<file path="config.mk">
export PLATFORM = sky130hd
export DESIGN_NAME = if_fetch_unit
export DESIGN_NICKNAME = d
export VERILOG_FILES = /design/src/rtl/rv_pipe_pkg.sv /design/src/rtl/if_fetch_unit.sv
export SDC_FILE = /design/constraint.sdc
export NUM_CORES = 1
export LEC_CHECK = 0
export CORE_UTILIZATION = 34
export CTS_CLUSTER_SIZE = 25
export DETAILED_ROUTE_END_ITERATION = 7
export PLACE_DENSITY = 0.73
export SETUP_SLACK_MARGIN = 0.5
export SKIP_LAST_GASP = 1
export SLEW_MARGIN = 20
export SYNTH_ARGS = -nofsm -noshare
export SYNTH_HDL_FRONTEND = slang
export SYNTH_SLANG_ARGS = --single-unit
</file>
<file path="constraint.sdc">
create_clock -name clk -period 5.45 [get_ports clk]
set_input_delay 1.09 -clock clk [delete_from_list [all_inputs] [get_ports clk]]
set_output_delay 1.09 -clock clk [all_outputs]
set_load 0.05 [all_outputs]
</file>
<file path="src/rtl/rv_pipe_pkg.sv">
`default_nettype none
// ============================================================================
// Module      : rv_pipe_pkg
// Description : Types and constants shared by the RV pipeline stages.
// Revision    : 1.0 - initial release
// ============================================================================
package rv_pipe_pkg;

  localparam int          XLEN      = 32;
  localparam logic [31:0] PC_INCR   = 32'd4;
  localparam logic [31:0] NOP_INSTR = 32'h0000_0013;

  typedef enum logic [1:0] {
    FETCH = 2'd0,
    WAIT  = 2'd1,
    FULL  = 2'd2
  } fetch_state_e;

endpackage
`default_nettype wire

</file>
<file path="src/rtl/if_fetch_unit.sv">
`default_nettype none
// ============================================================================
// Module      : if_fetch_unit
// Description : Instruction fetch stage with a single outstanding imem request
//               and a one-entry output slot feeding the IF/ID register.
// Revision    : 1.0 - initial release
// ============================================================================
module if_fetch_unit #(
  parameter logic [31:0] RESET_PC  = 32'h0000_0000,
  parameter logic [31:0] NOP_INSTR = rv_pipe_pkg::NOP_INSTR
) (
  input  logic                           clk,
  input  logic                           reset,
  input  logic                           stall,
  input  logic                           redirect_valid,
  input  logic [rv_pipe_pkg::XLEN-1:0]   redirect_pc,
  output logic                           imem_req,
  output logic [rv_pipe_pkg::XLEN-1:0]   imem_addr,
  input  logic                           imem_ready,
  input  logic                           imem_rvalid,
  input  logic [rv_pipe_pkg::XLEN-1:0]   imem_rdata,
  output logic [rv_pipe_pkg::XLEN-1:0]   pc_out,
  output logic [rv_pipe_pkg::XLEN-1:0]   instruction,
  output logic                           fetch_valid
);
  import rv_pipe_pkg::*;

  fetch_state_e    state, state_next;
  logic [XLEN-1:0] fetch_pc;
  logic [XLEN-1:0] req_pc;
  logic            discard;
  logic            accept;
  logic [XLEN-1:0] redirect_aligned;

  assign imem_req         = (state == FETCH) && !reset;
  assign imem_addr        = fetch_pc;
  assign accept           = imem_req && imem_ready;
  assign redirect_aligned = redirect_pc & ~32'h0000_0003;

  always_ff @(posedge clk or posedge reset) begin
    if (reset) state <= FETCH;
    else       state <= state_next;
  end

  always_comb begin
    state_next = state;
    case (state)
      FETCH: if (accept) state_next = WAIT;
      // A redirect arriving with the response drops it just like a pending discard
      WAIT:  if (imem_rvalid) state_next = (discard || redirect_valid) ? FETCH : FULL;
      FULL:  if (redirect_valid || !stall) state_next = FETCH;
      default: state_next = FETCH;
    endcase
  end

  always_ff @(posedge clk or posedge reset) begin
    if (reset) begin
      fetch_pc    <= RESET_PC;
      req_pc      <= RESET_PC;
      discard     <= 1'b0;
      pc_out      <= RESET_PC;
      instruction <= NOP_INSTR;
      fetch_valid <= 1'b0;
    end else if (redirect_valid) begin
      fetch_valid <= 1'b0;
      instruction <= NOP_INSTR;
      fetch_pc    <= redirect_aligned;
      case (state)
        FETCH: if (accept) begin
          req_pc  <= fetch_pc;
          discard <= 1'b1;
        end
        WAIT:  discard <= !imem_rvalid;
        default: ;
      endcase
    end else begin
      case (state)
        FETCH: if (accept) begin
          req_pc   <= fetch_pc;
          fetch_pc <= fetch_pc + PC_INCR;
        end
        WAIT: if (imem_rvalid) begin
          discard <= 1'b0;
          if (!discard) begin
            pc_out      <= req_pc;
            instruction <= imem_rdata;
            fetch_valid <= 1'b1;
          end
        end
        FULL: if (!stall) begin
          fetch_valid <= 1'b0;
          instruction <= NOP_INSTR;
        end
        default: ;
      endcase
    end
  end

endmodule
`default_nettype wire
</file>
======== Word-level counts from Yosys, hierarchy flattened ========
Cells that the tools add are included.
storage, ports and cells
  memories ................................ 0
  latch bits .............................. 0
  logic and storage cells ................. 62
  flip-flop bits (word level) ............. 132
  output and inout bits ................... 98
  bits in writable memories ............... 0
  bits in read-only memories .............. 0
  input bits .............................. 70
operators by class
  shift operators ......................... 0
  bitwise logic cells ..................... 2
  multiplexer cells ....................... 23
  equal/unequal tests ..................... 9
  reductions and logical operators ........ 20
  $lt $le $gt $ge ......................... 0
  divide/modulo/power cells ............... 0
  $add $sub $neg .......................... 1
  multipliers ............................. 0
operators with widths
  cell                                                  number
  two-way mux 32 bit                                    7
  case mux 32 bit (2 select lines)                      1
  adder 32 x 3 -> 32 bit (second input constant)        1
  inequality test 3 bit (second input constant)         4
  AND reduction 4 bit                                   3
  nonzero test 2 bit                                    5
  two-way mux 1 bit                                     8
  two-way mux 2 bit                                     4
  inequality test 2 bit (second input constant)         3
  case mux 2 bit (3 select lines)                       1
  case mux 1 bit (2 select lines)                       2
  AND reduction 2 bit                                   2
  zero test 1 bit                                       3
  AND reduction 3 bit                                   1
  nonzero test 3 bit                                    1
  equality test 2 x 1 -> 1 bit (second input constant)  1
  equality test 2 bit (second input constant)           1
  logical AND 1 bit                                     2
  zero test 2 bit                                       1
  logical OR 1 bit                                      2
  inverter 1 bit                                        2

======== Logic depth before layout (Yosys ltp) ========
  word-level depth ........................ 6
  gate-level depth with buffers ........... 7
  depth with buffers taken out ............ 5

======== Worst setup path before layout ========
OpenSTA, ideal clock, no wires.
  kind .................................... in2out
  start point ............................. in reset
  end point ............................... out imem_req
  path buffers ............................ 0
  path slack .............................. 2.225 ns
  required time ........................... 4.360 ns
  arrival time ............................ 2.135 ns
  stages on the path ...................... 1
  cells stage by stage .................... nor3_1
between the ends
  longest elaborated chain between the ends .. 2
RTL lines
  item                              line                 RTL
  start, declared                   if_fetch_unit.sv:13  input logic reset,
  zero test 1 bit (no source line)  n/a
  logical AND 1 bit                 if_fetch_unit.sv:35  assign imem_req = (state == FETCH) && !reset;
  end, declared                     if_fetch_unit.sv:17  output logic imem_req,
No other way between the ends.

======== Worst setup path in the final report ========
Ends and elaborated chain as after synthesis.

==> metrics.md <==
| Metric | Value |
|---|---|
| Status | `complete, no violations` |
| Syn. warnings | `0` |
| Synth Area in Simple Gates | `17.7%` |
| Max Cap Violations | `0` |
| Part of the cycle the worst path needs | `68.5%` |
| Ys flop type | `dfrtp_1` |
| Power Density | `460 nW/um^2` |
| Ys async rst share | `100%` |
| Die ar. | `16200 sq um` |
| Final setup margin | `1.71 ns` |
| Top-count cell post-synth | `dfrtp_1` |
| Setup violations, final | `0` |
| Worst hold path class | `reg -> reg` |
| DRT iter0 DRCs | `205` |
| RSZ-0062 raised after global routing | `no` |
| Clock sink count | `126` |
| Htree depth | `4` |
| Mapped Area | `5330 sq um` |
| Register area share after synthesis | `59.2%` |
| Crit Path Max Fanout | `3` |
| Vias in the first global route | `4519` |
| Seq cells post-synth | `126` |
| Area contributors post-synth | `dfrtp_1 58%, nand2_1 7.7%, mux2_2 6.5%, a22o_1 4.8%, clkbuf_1 2.0%` |
| Max clock buf depth | `2` |
| CTS tree | `yes` |
| Post-DP HPWL | `9530 microns` |
| Average wire per standard cell | `16.3 microns` |
| Die Width | `127 microns` |
| Syn Inst Count | `491` |
| Area share of xor/xnor cells in the synthesized design | `1.48%` |
| Clock-pin slew on the worst setup and hold paths | `0.06 ns` |
| Fin. Hold Viols | `0` |
| Place WS | `1.44 ns` |
| Mapped Avg Cell Area | `10.9 sq um` |
| Clock Latency Late Sink | `0.42 ns` |
| Area Growth Syn to Fin | `45.3%` |
| DRC violations left | `0` |
| # IOs | `168` |
| Fin Setup TNS | `0 ns` |
| Adder-cell share of the synthesized area | `0.235%` |
| Final min period | `3.74 ns` |
| First-pass GRT wire length | `23400 microns` |
| Max transition margin | `35.1%` |
| Netlist cell types | `38` |
| Post-synth top area share | `57.7%` |
| Main combinational cell family by area after synthesis | `simple AND/OR/NAND/NOR gates` |
| Pleak | `0.00333 uW` |
| Vias | `4429` |
| Post-CTS sizing | `0` |
| Root Buffer | `clkbuf_16` |
| Antenna violations before repair | `0` |
| Number of synthesized flops with an enable pin | `0` |
| Dominant cell type by area after synthesis | `dfrtp_1` |
| DIE HEIGHT | `127 microns` |
| Proportion of layout cells with a drive suffix above 1 | `11.5%` |
| Ant diodes | `0` |
| CORE AREA | `15300 sq um` |
| Mux share of post-synthesis cell area | `6.74%` |
| CP Data Arrival Time | `2.65 ns` |
| Peak Freq | `268 MHz` |
| Postcts setup bufs | `0` |
| Startpoint Class | `input pin` |
| Drt total wl | `14300 microns` |
| Largest net degree at the start of global routing | `97` |
| Worst-margin pin slew | `0.968 ns` |
| Fin nets | `719` |
| Post-route ant nets | `0` |
| IO Port Bufs | `161` |
| Fin Clk Skew | `0.00931 ns` |
| DRT Pass-1 Iters | `4` |
| Clock buffer count from CTS | `17` |
| Compound-Gate Fraction of Synth Area | `11.4%` |
| DR vias/cell | `5.08` |
| Post-Place Cell Area | `7150 sq um` |
| GP Congestion | `0.785` |
| Starting Density | `34.9%` |
| Slew Limit Fails | `0` |
| Most frequent cells after synthesis | `123 x dfrtp_1, 110 x nand2_1, 31 x mux2_2` |
| Critical Path RT | `4.36 ns` |
| Max VDD drop | `0.000328 V` |
| Kind of critical path | `in -> out` |
| FP Rows | `45` |
| Post-Layout Inst Area | `7750 sq um` |
| GRT Total Usage | `18.7%` |
| Hold Buf Count CTS | `0` |
| Crit. End Element | `primary output` |
| Gr ovfl total | `0` |
| Post-layout util | `50.8%` |
-- cell type report --
class	count	area, sq um
fill	1374	7510
sequential	126	3160
multi-input combinational	328	2030
timing repair buffer	168	1660
clock buffer	21	460
tap	211	264
clock inverter	11	140
inverter	7	31.3
-- kinds of logic (layout without fill, tap and decap cells) --
group / count (synthesis) / count (layout)
xor+xnor: 9 / 9
flops: 126 / 126
compound gates: 84 / 84
other cells: 1 / 4
buf+inv: 40 / 207
simple gates: 198 / 198
fa+ha+maj: 1 / 1
mux: 32 / 32
-- routing by layer --
layer | share of wire (%) | global-route usage (%)
met5 | 0 | 0
met4 | 1.4 | 6.37
met2 | 49 | 30.7
met3 | 5.1 | 5.65
met1 | 45 | 23.5
-- power breakdown --
part	internal [uW]	switching, uW	total [uW]
clock network	740	408	1150
registers	1150	138	1280
logic	406	726	1130
-- worst paths after layout --
path	to	cells after the start	slack (ns)	from
min in group asynchronous	instruction[21]	2	1.33	reset
worst min register to register	pc_out[25]	2	0.46	req_pc[25]
worst max-delay path	imem_req	3	1.71	reset
max in group asynchronous	instruction[4]	3	3.08	reset
worst min-delay path	pc_out[25]	2	0.46	req_pc[25]
worst max register to register	imem_addr[27]	5	2.57	state[0]
-- critical path: stages --
cell             delay, ns
clkdlybuf4s50_1       0.53
nor3_1                0.18
clkdlybuf4s50_1       0.84
-- through the flow --
stage,power (uW),hold slack (ns),instances
global route,3730,0.486,872
finish,3560,0.457,872
floorplan,2010,0.435,494
global placement,2410,0.446,840
detailed placement,2440,0.453,840
CTS,3600,0.462,872
-- registers in the layout (all words and copies together) (netlist names) --
signal	count
state	2
fetch_valid	1
discard	1
pc_out	30
req_pc	30
instruction	32
imem_addr	30
-- cells in the final DEF, fill, tap and decap left out, types with 2 or more instances in the layout --
cell and instances:
clkbuf_16 17, nor2_1 20, a21oi_1 3, mux2_2 31, a22o_1 29, conb_1 4
and4_1 6, dfrtp_1 123, xnor2_1 2, inv_1 5, clkbuf_1 2, or4_1 9
o21a_1 2, nand4_1 12, and3_1 4, buf_4 7, nand2b_1 6, or3_1 8
nor4_1 2, nand3_1 9, clkinv_2 5, and2_1 3, clkinv_4 2, nor3_1 4
a31oi_1 15, clkdlybuf4s50_1 161, xor2_1 7, o31a_1 6, clkbuf_8 2, o21ai_0 16
o31ai_1 9, nor3_2 2, bufinv_16 3, dfstp_2 3, nand2_1 110
Note: power is estimated with default switching activity, not from simulation.
